===== config.mk =====
export PLATFORM = sky130hd
export DESIGN_NAME = sdrc_xfr_dnctr
export DESIGN_NICKNAME = d
export VERILOG_FILES = /design/src/rtl/sdrc_pkg.sv /design/src/rtl/sdrc_dec.sv /design/src/rtl/sdrc_xfr_dnctr.sv
export SDC_FILE = /design/constraint.sdc
export NUM_CORES = 1
export LEC_CHECK = 0
export CAP_MARGIN = 20
export CORE_UTILIZATION = 47
export DETAILED_ROUTE_END_ITERATION = 10
export GPL_ROUTABILITY_DRIVEN = 1
export PLACE_DENSITY_LB_ADDON = 0.2
export RECOVER_POWER = 25
export SLEW_MARGIN = 20
export SYNTH_ARGS = -nofsm -noshare
export SYNTH_HDL_FRONTEND = slang
export SYNTH_HIERARCHICAL = 1
export SYNTH_SLANG_ARGS = --single-unit
export TNS_END_PERCENT = 20

===== constraint.sdc =====
create_clock -name clk -period 3.8 [get_ports clk]
set_input_delay 0.38 -clock clk [delete_from_list [all_inputs] [get_ports clk]]
set_output_delay 0.38 -clock clk [all_outputs]
set_load 0.01 [all_outputs]

===== src/rtl/sdrc_pkg.sv =====
// Shared SDRAM-controller definitions: transfer-counter FSM encoding and default widths.
package sdrc_pkg;

  localparam int unsigned SDRC_LEN_W = 13;

  typedef enum logic [1:0] {
    ST_IDLE = 2'd0,
    ST_RUN  = 2'd1,
    ST_DONE = 2'd2
  } xfr_state_e;

endpackage : sdrc_pkg


===== src/rtl/sdrc_dec.sv =====
// Combinational decrement-by-one (DIFF = A - 1 modulo 2^LEN_W) built as a ripple borrow chain.
module sdrc_dec
  import sdrc_pkg::*;
#(
  parameter int unsigned LEN_W = SDRC_LEN_W
) (
  input  logic [LEN_W-1:0] a,
  output logic [LEN_W-1:0] diff
);

  logic w_borrow;

  always_comb begin
    diff     = '0;
    w_borrow = 1'b1;
    for (int i = 0; i < int'(LEN_W); i++) begin
      diff[i]  = a[i] ^ w_borrow;
      w_borrow = w_borrow & ~a[i];
    end
  end

endmodule : sdrc_dec


===== src/rtl/sdrc_xfr_dnctr.sv =====
// Transfer down-counter: loads a beat count, counts beats down to a one-cycle done pulse,
// supports abort, and flags stray beats seen outside a transfer.
module sdrc_xfr_dnctr
  import sdrc_pkg::*;
#(
  parameter int unsigned LEN_W = SDRC_LEN_W
) (
  input  logic             clk,
  input  logic             reset_n,
  input  logic             ld_valid,
  input  logic [LEN_W-1:0] ld_len,
  output logic             ld_ready,
  input  logic             beat,
  input  logic             abort,
  output logic [LEN_W-1:0] cnt,
  output logic             busy,
  output logic             last,
  output logic             done,
  output logic             err
);

  localparam logic [LEN_W-1:0] LP_ONE = LEN_W'(1);
  localparam logic [LEN_W-1:0] LP_TWO = LEN_W'(2);

  xfr_state_e       r_state;
  logic [LEN_W-1:0] r_cnt;
  logic             r_busy;
  logic             r_last;
  logic             r_done;
  logic             r_err;
  logic [LEN_W-1:0] w_dec;

  sdrc_dec #(.LEN_W(LEN_W)) u_dec (
    .a    (r_cnt),
    .diff (w_dec)
  );

  // State, count and flags; last is precomputed so it is high exactly while RUN holds cnt=1.
  always_ff @(posedge clk or negedge reset_n) begin
    if (!reset_n) begin
      r_state <= ST_IDLE;
      r_cnt   <= '0;
      r_busy  <= 1'b0;
      r_last  <= 1'b0;
      r_done  <= 1'b0;
      r_err   <= 1'b0;
    end else begin
      r_done <= 1'b0;
      case (r_state)
        ST_IDLE: begin
          if (ld_valid) begin
            r_err <= beat;
            if (ld_len != '0) begin
              r_state <= ST_RUN;
              r_cnt   <= ld_len;
              r_busy  <= 1'b1;
              r_last  <= (ld_len == LP_ONE);
            end else begin
              r_state <= ST_DONE;
              r_cnt   <= '0;
              r_done  <= 1'b1;
            end
          end else if (beat) begin
            r_err <= 1'b1;
          end
        end
        ST_RUN: begin
          if (abort) begin
            r_state <= ST_IDLE;
            r_cnt   <= '0;
            r_busy  <= 1'b0;
            r_last  <= 1'b0;
          end else if (beat && (r_cnt != '0)) begin
            r_cnt  <= w_dec;
            r_last <= (r_cnt == LP_TWO);
            if (r_cnt == LP_ONE) begin
              r_state <= ST_DONE;
              r_busy  <= 1'b0;
              r_last  <= 1'b0;
              r_done  <= 1'b1;
            end
          end
        end
        ST_DONE: begin
          r_state <= ST_IDLE;
          if (beat) r_err <= 1'b1;
        end
        default: r_state <= ST_IDLE;
      endcase
    end
  end

  assign ld_ready = (r_state == ST_IDLE);
  assign cnt      = r_cnt;
  assign busy     = r_busy;
  assign last     = r_last;
  assign done     = r_done;
  assign err      = r_err;

endmodule : sdrc_xfr_dnctr


# ---- Word-level counts from Yosys, hierarchy flattened
# Index checks and enable logic that the tools add are counted.
dict set report word_totals {
  latch_bits 0
  out_inout_bits 18
  rom_bits 0
  ram_bits 0
  reg_bits 19
  word_cells 92
  in_bits 18
  n_memories 0
}
dict set report op_classes {
  bitwise 35
  magnitude_cmp 0
  n_eq_ne 9
  div 0
  shifts 0
  n_mul 0
  mux 32
  add_sub_neg 0
  reduce_logical 10
}
# operator n
set op_table {}
lappend op_table {{$mux W13} 4}
lappend op_table {{$eq A13 B1 Y1 const B} 2}
lappend op_table {{$pmux W13 S2} 1}
lappend op_table {{$reduce_bool A13 Y1} 2}
lappend op_table {{$mux W1} 17}
lappend op_table {{$eq A13 B2 Y1 const B} 1}
lappend op_table {{$not A1 Y1} 12}
lappend op_table {{$xor A1 B1 Y1} 12}
lappend op_table {{$and A1 B1 Y1} 11}
lappend op_table {{$mux W2} 5}
lappend op_table {{$pmux W1 S2} 4}
lappend op_table {{$ne A3 B3 Y1 const B} 2}
lappend op_table {{$reduce_and A3 Y1} 2}
lappend op_table {{$reduce_and A5 Y1} 1}
lappend op_table {{$pmux W2 S2} 1}
lappend op_table {{$reduce_and A4 Y1} 1}
lappend op_table {{$reduce_bool A2 Y1} 2}
lappend op_table {{$eq A2 B1 Y1 const B} 1}
lappend op_table {{$eq A2 B2 Y1 const B} 1}
lappend op_table {{$logic_not A2 Y1} 1}
lappend op_table {{$ne A2 B1 Y1 const B} 1}
lappend op_table {{$ne A2 B2 Y1 const B} 1}
lappend op_table {{$logic_and A1 B1 Y1} 1}

# ---- Longest topological paths before layout
dict set report depth {
  ltp_word 16
  ltp_mapped 16
}

# ---- Hierarchy
# Netlist, hierarchy kept.
# mod n_inst area_each_um2 cells_each
set by_module_without_submodules {}
lappend by_module_without_submodules {sdrc_xfr_dnctr 1 1067.3 121}
lappend by_module_without_submodules {sdrc_dec 1 232.7 35}

# ---- Worst setup path after synthesis
# Ideal clock, no wire load.
dict set report synth_path {
  path_type {reg2reg}
  from {register r_cnt[0], in the netlist cnt[0]}
  to {register r_cnt[12], in the netlist cnt[12]}
  path_buffers 0
  stages_incl_launch_ff 17
  arrival_time_ns 2.922
  setup_ns 0.122
  slack_ns 0.756
  path_cell_list {dfrtp_1 -> inv_1 -> ha_1 -> ha_1 -> ha_1 -> ha_1 -> ha_1 -> ha_1 -> ha_1 -> ha_1 -> ha_1 -> ha_1 -> ha_1 -> xor2_1 -> nor3b_1 -> a21oi_1 -> a21oi_1}
}
dict set report synth_between {
  elab_chain_cells 16
}
# element line
set synth_rtl {}
lappend synth_rtl {{start, declared} sdrc_xfr_dnctr.sv:26} ;# logic [LEN_W-1:0] r_cnt;
lappend synth_rtl {{start signal, assigned} sdrc_xfr_dnctr.sv:55} ;# r_cnt <= ld_len;
lappend synth_rtl {{start signal, assigned} sdrc_xfr_dnctr.sv:74} ;# r_cnt <= w_dec;
lappend synth_rtl {{$not A1 Y1} -}
lappend synth_rtl {{named net w_dec[0]} sdrc_xfr_dnctr.sv:31} ;# logic [LEN_W-1:0] w_dec;
lappend synth_rtl {{$and A1 B1 Y1 (11 in series)} sdrc_dec.sv:18} ;# w_borrow = w_borrow & ~a[i];
lappend synth_rtl {{$xor A1 B1 Y1} sdrc_dec.sv:17} ;# diff[i] = a[i] ^ w_borrow;
lappend synth_rtl {{named net w_dec[12]} sdrc_xfr_dnctr.sv:31}
lappend synth_rtl {{$mux W13} sdrc_xfr_dnctr.sv:73} ;# end else if (beat && (r_cnt != '0)) begin
lappend synth_rtl {{$mux W13} sdrc_xfr_dnctr.sv:68} ;# if (abort) begin
lappend synth_rtl {{$pmux W13 S2} sdrc_xfr_dnctr.sv:49} ;# case (r_state)
# The timed path passes the listed nets, and every way through them passes these cells. The select of a mux whose other input is x is not followed.
# A chain may end at the register's enable or synchronous reset.

# ---- Final worst setup path
# Ends and elaborated chain as after synthesis.

==> flow_metrics.tcl <==
set metrics [dict create \
    status "completed" \
    cap_violations 0 \
    p_total_uw 707 \
    cts_tree "yes" \
    worst_ep_required_time_ns 3.94 \
    start_util_pct 51.1 \
    htreeDepth 1 \
    die_w_um 54.6 \
    gr-total-overflow 0 \
    dr.first_iter.drc_count 16 \
    grt_pass1_vias 1100 \
    cp_max_fo 7 \
    cpMostUsedCell "ha_1" \
    yosysTopAreaCell "dfrtp_1" \
    detail_route.wl_per_cell_um 13.3 \
    slew_headroom_pct 36.3 \
    rrSetupSlack_ns 0.51 \
    crit_type "reg2reg" \
    postLayoutCellArea_mm2 0.00165 \
    core_mm2 0.00254 \
    worst_slew_pin_slew_ns 0.955 \
    finalMaxSlewViolations 0 \
    clock_skew_ns 0.00605 \
    drc_errors 0 \
    synthCells 156 \
    rsz0062_at_grt "false" \
    dieArea_mm2 0.00298 \
    ys_seq_elements 19 \
    worstReg2RegStart "cnt[0]" \
    dpl_cell_area_mm2 0.00163 \
    crit_chain "inv_1 > ha_1 > ha_1 > ha_1 > ha_1 > ha_1 > ha_1 > ha_1 > ha_1 > ha_1 > ha_1 > ha_1 > xor2_1 > nor3b_1 > a21oi_1 > a21oi_1" \
    yosysWarnings 6 \
    synthDominantCellAreaShare_pct 36.6 \
    synth_nets 185 \
    cp.arrival_ns 3.43 \
    postSynthAreaPerCell_um2 8.33 \
    p_leak_uw 0.000764 \
    antenna_found_initial 0 \
    hold_depth 2 \
    num_io_pins 36 \
    first_pass_iters 4 \
    fin_util_pct 65.0 \
    synth_cell_types 29 \
    final.min_clock_period_ns 3.29 \
    grt_max_degree 29 \
    numCtsBuffers 3 \
    hold_end "err" \
    ys_seq_area_share_pct 36.6 \
    worstRegToRegCells 16 \
    io_buffers 35 \
    gp_congestion 0.788 \
    cp_slowest_cell "dfrtp_1" \
    die_h_um 54.6 \
    slowest_delay_ns 0.48 \
    nets 217 \
    cts_root_buf "clkbuf_4" \
    cts_sinks 19 \
    timing.rr.end "cnt[12]" \
    routed_wl_um 2890 \
    postCtsSetupRepairBufs 0 \
    cts_buffer_depth 2 \
    syn_to_final_growth_pct 27.2 \
    end_kind "flop" \
    hold_class "reg2reg" \
    fin_crit_sh_pct 86.5 \
    start_kind "flop" \
    viasPerCell 5.35 \
    setup_ws_ns 0.511 \
    synth_area_mm2 0.00130 \
    drtAntennaViolNets 0 \
    vdd_drop_max_mv 0.270 \
    hold_path.startpoint "err" \
    clk_pin_slew_ns 0.11 \
    timing.final.hold_violations 0 \
    hpwlAfterDp_um 2160 \
    drive_gt1_share_pct 3.74 \
    vias 1161 \
    post-place-ws_ns 0.530 \
    track_usage_pct 21.8 \
    grt_first_pass_wirelength_um 4650 \
    cts_resized 0 \
    p_per_area_mw_per_mm2 428 \
    fp-row-count 18 \
    setup_viol 0 \
    timing.fmax_ghz 0.304 \
    cts-hold-fix-buffers 0 \
    synth_area_leaders "dfrtp_1, ha_1, a21oi_1" \
    diodes 0 \
    clk_latency_ns 0.29 \
    setup_tns_ns 0 \
]
==> flip-flops by register name, summed over array words and instances, names as in the netlist <==
| register | flops |
|---|---|
| busy | 1 |
| done | 1 |
| cnt | 13 |
| r_state | 2 |
| err | 1 |
| last | 1 |
==> worst max-delay path: cells and delay by family, from the launching register on <==
family,cells,cell delay (ns)
simple gates,1,0.14
flops,1,0.48
buf+inv,1,0.09
fa+ha+maj,11,2.02
xor+xnor,1,0.15
compound gates,2,0.24
==> cell families after synthesis <==
group                    count (synthesis)  synth area share, %
buffers and inverters                   33                 11.8
XOR/XNOR                                 1                0.674
adder cells (fa/ha/maj)                 11                 10.6
AND/OR/NAND/NOR                         54                 21.9
AO/OA/AOI/OAI                           38                 18.4
flip-flops                              19                 36.6
==> layout by cell type (no fill, tap or decap), drive strengths merged <==
master         Yosys  final
clkdlybuf4s50      0     34
inv               25     25
a21oi             25     25
nor2              24     24
dfrtp             19     19
nor3b             12     12
ha                11     11
nor4               5      5
nand2              4      4
clkbuf             4      4
nor3               3      3
nand3              3      3
o31ai              2      2
nand2b             1      1
or2                1      1
nand3b             1      1
a21o               1      1
a41oi              1      1
o21bai             1      1
o21ba              1      1
a31oi              1      1
o22ai              1      1
o21ai              1      1
a22oi              1      1
o32ai              1      1
a221oi             1      1
o22a               1      1
dlygate4sd3        0      1
xor2               1      1
==> Yosys cell counts (all sizes together) <==
| library cell | number |
|---|---|
| a22oi | 1 |
| xor2 | 1 |
| clkbuf | 4 |
| a221oi | 1 |
| o22a | 1 |
| nand2 | 4 |
| o21ai | 1 |
| o21bai | 1 |
| inv | 25 |
| dfrtp | 19 |
| o22ai | 1 |
| o32ai | 1 |
| a21o | 1 |
| nor2 | 24 |
| a21oi | 25 |
| buf | 4 |
| o21ba | 1 |
| nand2b | 1 |
| nand3b | 1 |
| nand3 | 3 |
| a31oi | 1 |
| nor4 | 5 |
| nor3 | 3 |
| nor3b | 12 |
| o31ai | 2 |
| or2 | 1 |
| a41oi | 1 |
| ha | 11 |
==> power breakdown <==
part           internal, uW  switching, uW
Sequential              244           52.3
Clock                  40.8           60.6
Combinational           165            145
Total                   450            258
==> stage by stage <==
step	instances	hold slack [ns]
2_1_floorplan	156	0.0844
3_3_place_gp	213	0.469
3_5_place_dp	213	0.496
4_1_cts	217	0.521
5_1_grt	217	0.553
6_report	217	0.508
==> metal layers <==
metal / track usage, % / routed length (um) / vias up
met5: 0 / 0 / -
met4: 9.83 / 31 / 0
met3: 3.61 / 119 / 4
met2: 36.9 / 1410 / 30
met1: 26.5 / 1330 / 535
li1: - / - / 592
==> layout make-up <==
cell class,count,area [um2]
Tap cell,30,37.5
Multi-Input combinational cell,104,671
Fill cell,213,891
Inverter,25,93.8
Timing Repair Buffer,35,350
Clock buffer,4,26.3
Sequential cell,19,475
==> how the worst max path moves through the flow <==
stage	startpoint	cells past startpoint	to	slack [ns]
final	cnt[0]	16	cnt[12]	0.51
after global routing	cnt[0]	16	cnt[12]	0.30
after floorplan	cnt[0]	16	cnt[12]	0.76
after global placement	cnt[0]	16	cnt[12]	0.66
after CTS	cnt[0]	16	cnt[12]	0.51
after detailed placement	cnt[0]	16	cnt[12]	0.53
(Power assumes the default switching activity.)
